`config.mk`:
```
export PLATFORM = sky130hd
export DESIGN_NAME = hls_perf_monitor
export DESIGN_NICKNAME = d
export VERILOG_FILES = /design/src/rtl/hls_perf_monitor.sv
export SDC_FILE = /design/constraint.sdc
export NUM_CORES = 2
export LEC_CHECK = 0
export BUFFER_PORTS_ARGS = -buffer_cell sky130_fd_sc_hd__buf_4
export CORE_MARGIN = 5
export CORE_UTILIZATION = 60
export CTS_CLUSTER_SIZE = 8
export DETAILED_ROUTE_END_ITERATION = 10
export PLACE_DENSITY_LB_ADDON = 0.25
export SYNTH_ARGS = -nofsm -noshare
export SYNTH_HDL_FRONTEND = slang
export SYNTH_SLANG_ARGS = --single-unit
```
`constraint.sdc`:
```
create_clock -name clock -period 7.5 [get_ports clock]
set_input_delay 2.25 -clock clock [delete_from_list [all_inputs] [get_ports clock]]
set_output_delay 2.25 -clock clock [all_outputs]
set_load 0.1 [all_outputs]
```
`src/rtl/hls_perf_monitor.sv`:
```
// ============================================================================
// Module   : hls_perf_monitor
// Purpose  : Per-channel ap_ctrl_hs performance statistics with a one-cycle
//            register-read port. Optional stall counter: PERF_MON_STALL_CNT_EN.
// Revision : 1.0 - initial release
// ============================================================================
`default_nettype none

module hls_perf_monitor #(
    parameter int NUM_CH    = 4,
    parameter int CNT_W     = 32,
    parameter int OUT_DEPTH = 4
) (
    input  logic              clock,
    input  logic              reset,
    input  logic              clr,
    input  logic              freeze,
    input  logic [NUM_CH-1:0] ap_start,
    input  logic [NUM_CH-1:0] ap_ready,
    input  logic [NUM_CH-1:0] ap_done,
    input  logic [NUM_CH-1:0] ap_continue,
    input  logic [NUM_CH-1:0] iter_end,
    input  logic              rd_en,
    input  logic [3:0]        rd_ch,
    input  logic [3:0]        rd_sel,
    output logic              rd_valid,
    output logic [CNT_W-1:0]  rd_data,
    output logic              rd_err
);

    localparam int C_AW   = $clog2(OUT_DEPTH);
    localparam int C_LW   = C_AW + 1;
    localparam int C_CH_W = (NUM_CH > 1) ? $clog2(NUM_CH) : 1;

    localparam logic [1:0] ST_IDLE      = 2'd0;
    localparam logic [1:0] ST_ACTIVE    = 2'd1;
    localparam logic [1:0] ST_DONE_HOLD = 2'd2;

    function automatic logic [CNT_W-1:0] sat_inc(input logic [CNT_W-1:0] v);
        return (v == '1) ? v : v + 1'b1;
    endfunction

    logic [CNT_W-1:0] r_ts;

    logic [CNT_W-1:0] w_txn         [NUM_CH];
    logic [CNT_W-1:0] w_last_lat    [NUM_CH];
    logic [CNT_W-1:0] w_min_lat     [NUM_CH];
    logic [CNT_W-1:0] w_max_lat     [NUM_CH];
    logic [CNT_W-1:0] w_last_intv   [NUM_CH];
    logic [CNT_W-1:0] w_last_iters  [NUM_CH];
    logic [CNT_W-1:0] w_total_iters [NUM_CH];
    logic [CNT_W-1:0] w_status      [NUM_CH];
`ifdef PERF_MON_STALL_CNT_EN
    logic [CNT_W-1:0] w_stall       [NUM_CH];
`endif

    // The timestamp ignores clr and freeze so latencies stay wall-clock based.
    always_ff @(posedge clock) begin
        if (reset) r_ts <= '0;
        else       r_ts <= r_ts + 1'b1;
    end

    for (genvar c = 0; c < NUM_CH; c++) begin : g_ch
        logic [CNT_W-1:0] r_mem [OUT_DEPTH];
        logic [C_AW:0]    r_wp, r_rp;
        logic [CNT_W-1:0] r_txn, r_last_lat, r_min_lat, r_max_lat;
        logic [CNT_W-1:0] r_last_intv, r_last_push;
        logic [CNT_W-1:0] r_cur_iters, r_last_iters, r_total_iters;
        logic             r_has_push, r_ovf, r_unf;

        logic [C_LW-1:0]  w_level;
        logic             w_empty, w_full;
        logic             w_push, w_pop, w_iter;
        logic             w_bypass, w_wr, w_rd, w_lat_ok;
        logic [CNT_W-1:0] w_lat;
        logic [1:0]       w_state;

        assign w_level  = r_wp - r_rp;
        assign w_empty  = (w_level == '0);
        assign w_full   = (w_level == C_LW'(OUT_DEPTH));
        assign w_push   = ~freeze & ap_start[c] & ap_ready[c];
        assign w_pop    = ~freeze & ap_done[c] & ap_continue[c];
        assign w_iter   = ~freeze & iter_end[c];
        assign w_bypass = w_push & w_pop & w_empty;
        // A pop in the same cycle frees the slot, so a push into a full FIFO then fits.
        assign w_wr     = w_push & ~w_bypass & (~w_full | w_pop);
        assign w_rd     = w_pop & ~w_empty;
        assign w_lat_ok = w_rd | w_bypass;
        assign w_lat    = w_bypass ? '0 : r_ts - r_mem[r_rp[C_AW-1:0]];

        assign w_state = (ap_done[c] & ~ap_continue[c]) ? ST_DONE_HOLD :
                         (~w_empty | ap_start[c])      ? ST_ACTIVE    : ST_IDLE;

        always_ff @(posedge clock) begin
            if (w_wr) r_mem[r_wp[C_AW-1:0]] <= r_ts;
        end

        always_ff @(posedge clock) begin
            if (reset || clr) begin
                r_wp          <= '0;
                r_rp          <= '0;
                r_txn         <= '0;
                r_last_lat    <= '0;
                r_min_lat     <= '1;
                r_max_lat     <= '0;
                r_last_intv   <= '0;
                r_last_push   <= '0;
                r_cur_iters   <= '0;
                r_last_iters  <= '0;
                r_total_iters <= '0;
                r_has_push    <= 1'b0;
                r_ovf         <= 1'b0;
                r_unf         <= 1'b0;
            end else begin
                if (w_wr) r_wp <= r_wp + 1'b1;
                if (w_rd) r_rp <= r_rp + 1'b1;
                if (w_push && w_full && !w_pop) r_ovf <= 1'b1;
                if (w_pop && w_empty && !w_push) r_unf <= 1'b1;

                if (w_push) begin
                    if (r_has_push) r_last_intv <= r_ts - r_last_push;
                    r_last_push <= r_ts;
                    r_has_push  <= 1'b1;
                end

                if (w_pop) begin
                    r_txn        <= sat_inc(r_txn);
                    r_last_iters <= r_cur_iters;
                    r_cur_iters  <= w_iter ? CNT_W'(1) : '0;
                end else if (w_iter) begin
                    r_cur_iters  <= sat_inc(r_cur_iters);
                end
                if (w_iter) r_total_iters <= sat_inc(r_total_iters);

                if (w_lat_ok) begin
                    r_last_lat <= w_lat;
                    if (w_lat < r_min_lat) r_min_lat <= w_lat;
                    if (w_lat > r_max_lat) r_max_lat <= w_lat;
                end
            end
        end

        assign w_txn[c]         = r_txn;
        assign w_last_lat[c]    = r_last_lat;
        assign w_min_lat[c]     = r_min_lat;
        assign w_max_lat[c]     = r_max_lat;
        assign w_last_intv[c]   = r_last_intv;
        assign w_last_iters[c]  = r_last_iters;
        assign w_total_iters[c] = r_total_iters;
        assign w_status[c]      = CNT_W'({w_level, r_unf, r_ovf, w_state});

`ifdef PERF_MON_STALL_CNT_EN
        logic [CNT_W-1:0] r_stall;
        always_ff @(posedge clock) begin
            if (reset || clr)
                r_stall <= '0;
            else if (!freeze && ((ap_start[c] && !ap_ready[c]) || w_state == ST_DONE_HOLD))
                r_stall <= sat_inc(r_stall);
        end
        assign w_stall[c] = r_stall;
`endif
    end

    logic [C_CH_W-1:0] w_idx;
    logic              w_ch_ok;
    logic [CNT_W-1:0]  w_rd_data;
    logic              w_rd_err;

    assign w_idx   = rd_ch[C_CH_W-1:0];
    assign w_ch_ok = ({1'b0, rd_ch} < 5'(NUM_CH));

    always_comb begin
        w_rd_data = '0;
        w_rd_err  = 1'b0;
        if (!w_ch_ok) begin
            w_rd_err = 1'b1;
        end else begin
            case (rd_sel)
                4'd0:    w_rd_data = w_txn[w_idx];
                4'd1:    w_rd_data = w_last_lat[w_idx];
                4'd2:    w_rd_data = w_min_lat[w_idx];
                4'd3:    w_rd_data = w_max_lat[w_idx];
                4'd4:    w_rd_data = w_last_intv[w_idx];
                4'd5:    w_rd_data = w_last_iters[w_idx];
                4'd6:    w_rd_data = w_total_iters[w_idx];
                4'd7:    w_rd_data = w_status[w_idx];
`ifdef PERF_MON_STALL_CNT_EN
                4'd8:    w_rd_data = w_stall[w_idx];
`endif
                default: w_rd_err  = 1'b1;
            endcase
        end
    end

    always_ff @(posedge clock) begin
        if (reset) begin
            rd_valid <= 1'b0;
            rd_data  <= '0;
            rd_err   <= 1'b0;
        end else begin
            rd_valid <= rd_en;
            rd_data  <= rd_en ? w_rd_data : '0;
            rd_err   <= rd_en & w_rd_err;
        end
    end

endmodule

`default_nettype wire

```
==> out/results.txt <==
status = complete, no violations
Mapped Cells = 9,542
# hold bufs at CTS = 0
critical path type = reg -> reg
largest family of logic cells by synthesized area = simple AND/OR/NAND/NOR gates
worst vdd ir = 0.2437 mV
Clock Tree Buf Depth = 3
initial antenna violation count = 21
cells along the critical path = mux4_2, inv_1, ha_1, nor2b_1, o31ai_1, a21oi_2, o211ai_2, a21o_1, a21oi_1, o21a_1, nor3_1, ha_1, a21o_1, a21o_1, a21oi_1, a2111o_1, a21oi_1, a2111oi_0, o21ai_0, a31oi_4, buf_12, o21ai_0, a21o_1
num ports = 67
first-pass GRT wire length = 467,500 um
fmax = 0.1415 GHz
crit path DAT = 7.77 ns
placed cell areas = 96,010 um2
pin count of the biggest net entering global routing = 193
post-synthesis sequential area ratio = 0.4407
Max Cap Viol = 0
routability-driven placement congestion ratio = 1.011
row cnt = 143
share of layout cells above drive strength 1 = 0.1083
Clock Power Share = 0.469
Post-Syn Area = 92,210 um2
core area = 152,400 um2
Final Util = 0.6739
leading cell types in the layout, fill and taps excluded = nand2_1, dfxtp_1, nor2_1
DRC violations left = 0
I/O Buffers = 66
Area Growth Syn to Fin = 11.40%
worst relative slew slack = 0.08419
die height = 402.0 um
P_leak = 38.97 nW
PnR worst setup slack = 0.4335 ns
unrepaired setup endpoints after global routing = no
syn_area_per_cell = 9.664 um2
vias in the first global route = 72,160
WL/cell = 27.01 um
multiplexer area fraction after synthesis = 0.1054
synthesized flop and latch total = 1,774
CP Launch Type = register
post-route fraction of the period consumed by the critical path = 0.9422
Total Wirelength = 319,100 um
latest clock arrival within the worst-skew pair = 0.88 ns
Yosys cell types = 97
Worst path slowest cell = o31ai_1
Final Hold Fails = 0
clock transition at the registers of the reported paths = 0.05 ns
CP endpoint kind = register
pre-CTS setup slack = 0.6120 ns
CTS H-tree depth = 4
antenna-violating nets left = 0
combinational power share = 0.064
Syn Nets = 10,130
endpoints failing setup = 0
commonest non-fill, non-tap cell in the layout = nand2_1
XOR/XNOR Fraction of Synth Area = 0.05236
compound-cell area share of the yosys netlist = 0.1246
R2R cell count = 23
Hold Crit Class = reg -> reg
setup TNS = 0 ns
simple-gate share of the synthesized area = 0.1573
GRT Util Overall = 0.3846
detail-routed via count per cell = 6.439
Final Max Slew Viols = 0
CP Max Fanout = 62
routed via count = 76,070
Num CTS Buffers = 240
final net count = 10,270
CTS Sinks = 1,774
DRT Pass-1 Iters = 6
Initial Util = 0.6049
P_int = 16.10 mW
Setup Buffers After CTS = 0
remaining global-route overflow = 0
Die W = 402.0 um
adder-cell share of the synthesized area = 0.07588
Critical Path RT = 8.21 ns
sw frac = 0.2413
Ys Warns = 0
Hold WS = 0.4504 ns
clock root buffer = clkbuf_16
Async S/R FF share, synth = 0
pwr/cell area = 206.5 nW/um2
Hold Path Cell Cnt = 2
Post-synth EDFFs = 512
Final HPWL DP = 236,400 um
DRT iter0 DRCs = 9,328
Period minus WS final = 7.066 ns
full die area = 161,600 um2
Resize count post-CTS = 0
worst-margin pin slew = 1.366 ns
CTS tree = yes
sequential share of power = 0.467
peak per-stage delay on the critical path = 0.62 ns
final instance area = 102,700 um2
most frequent CP cell = a21o_1
Post-synth top flop = dfxtp_1
final clock skew = 0.07168 ns
Switch Pwr = 5.120 mW
## layer usage
metal | vias to the layer above | global-route usage | routed length, um
li1 | 34140 | - | -
met1 | 36890 | 0.5271 | 126000
met2 | 4230 | 0.5497 | 131400
met3 | 797 | 0.1127 | 40270
met4 | 18 | 0.2084 | 21130
met5 | - | 0.007136 | 268
## final timing paths
path | from | to | slack [ns]
min reg2reg | g_ch[1].r_last_intv[17]$_SDFFE_PP0P_ | g_ch[1].r_last_intv[17]$_SDFFE_PP0P_ | 0.45
max | register | g_ch[2].r_min_lat[31]$_SDFFE_PP1P_ | 0.43
min | g_ch[1].r_last_intv[17]$_SDFFE_PP0P_ | g_ch[1].r_last_intv[17]$_SDFFE_PP0P_ | 0.45
max reg2reg | register | g_ch[2].r_min_lat[31]$_SDFFE_PP1P_ | 0.43
## registers in the layout (all words and copies together), names as in the netlist, 12 cells and up, named ones only
| name | cells |
|---|---|
| g_ch.r_cur_iters | 128 |
| g_ch.r_last_intv | 128 |
| g_ch.r_last_iters | 128 |
| g_ch.r_last_lat | 128 |
| g_ch.r_last_push | 128 |
| g_ch.r_max_lat | 128 |
| g_ch.r_mem | 512 |
| g_ch.r_min_lat | 128 |
| g_ch.r_rp | 12 |
| g_ch.r_total_iters | 128 |
| g_ch.r_txn | 128 |
| g_ch.r_wp | 12 |
| r_ts | 32 |
| rd_data | 32 |
## worst max-delay path: cells and delay by family, from the launching register on
| family | cells | cell delay, ns |
|---|---|---|
| AOI/OAI and AO/OA | 16 | 3.91 |
| and+or+nand+nor | 2 | 0.75 |
| muxes | 1 | 0.61 |
| adders and majority gates | 2 | 0.61 |
| DFF | 1 | 0.59 |
| buffers and inverters | 2 | 0.44 |
## power groups by stage
| stage | combinational (mW) | sequential [mW] | clock (mW) |
|---|---|---|---|
| 2_1_floorplan | 0.817 | 10.1 | 0 |
| 3_3_place_gp | 1.29 | 10.1 | 0 |
| 3_5_place_dp | 1.30 | 10.1 | 0 |
| 4_1_cts | 1.31 | 9.90 | 10.0 |
| 5_1_grt | 1.43 | 9.90 | 10.4 |
| 6_report | 1.35 | 9.90 | 9.96 |
## Yosys cell counts, drive strengths merged (113+ instances only)
| master | n | area, um2 |
|---|---|---|
| nand4 | 136 | 850.8 |
| nand3 | 260 | 1301 |
| nor3 | 113 | 603.1 |
| a21o | 195 | 1464 |
| o21ai | 252 | 1265 |
| ha | 540 | 6756 |
| inv | 619 | 2323 |
| clkbuf | 335 | 1257 |
| xnor2 | 234 | 2049 |
| xor2 | 312 | 2733 |
| nand2 | 1360 | 5107 |
| mux4 | 357 | 8040 |
| edfxtp | 512 | 15370 |
| mux2i | 153 | 1531 |
| nor2 | 869 | 3264 |
| a21oi | 778 | 3901 |
| dfxtp | 1262 | 25260 |
## per-stage QoR
step,power [mW],std cells
after floorplan,10.91,9542
after global placement,11.38,11470
after detailed placement,11.40,11470
after CTS,21.23,11800
after global routing,21.77,11800
final,21.22,11810
## final cells by class
type | count | area, um2
fill | 11880 | 49720
clock inverter | 15 | 364.1
sequential | 1774 | 40650
timing repair buffer | 339 | 2785
antenna | 11 | 27.53
tap | 2030 | 2540
inverter | 619 | 2323
multi-input combinational | 6710 | 47720
clock buffer | 315 | 6319
## kinds of logic after synthesis
logic type / Yosys count
AO/OA/AOI/OAI: 1845
XOR/XNOR: 548
adder cells (fa/ha/maj): 552
buffers and inverters: 1058
flip-flops: 1774
multiplexers: 523
AND/OR/NAND/NOR: 3242
No activity file was read; power rests on OpenSTA's default activity.
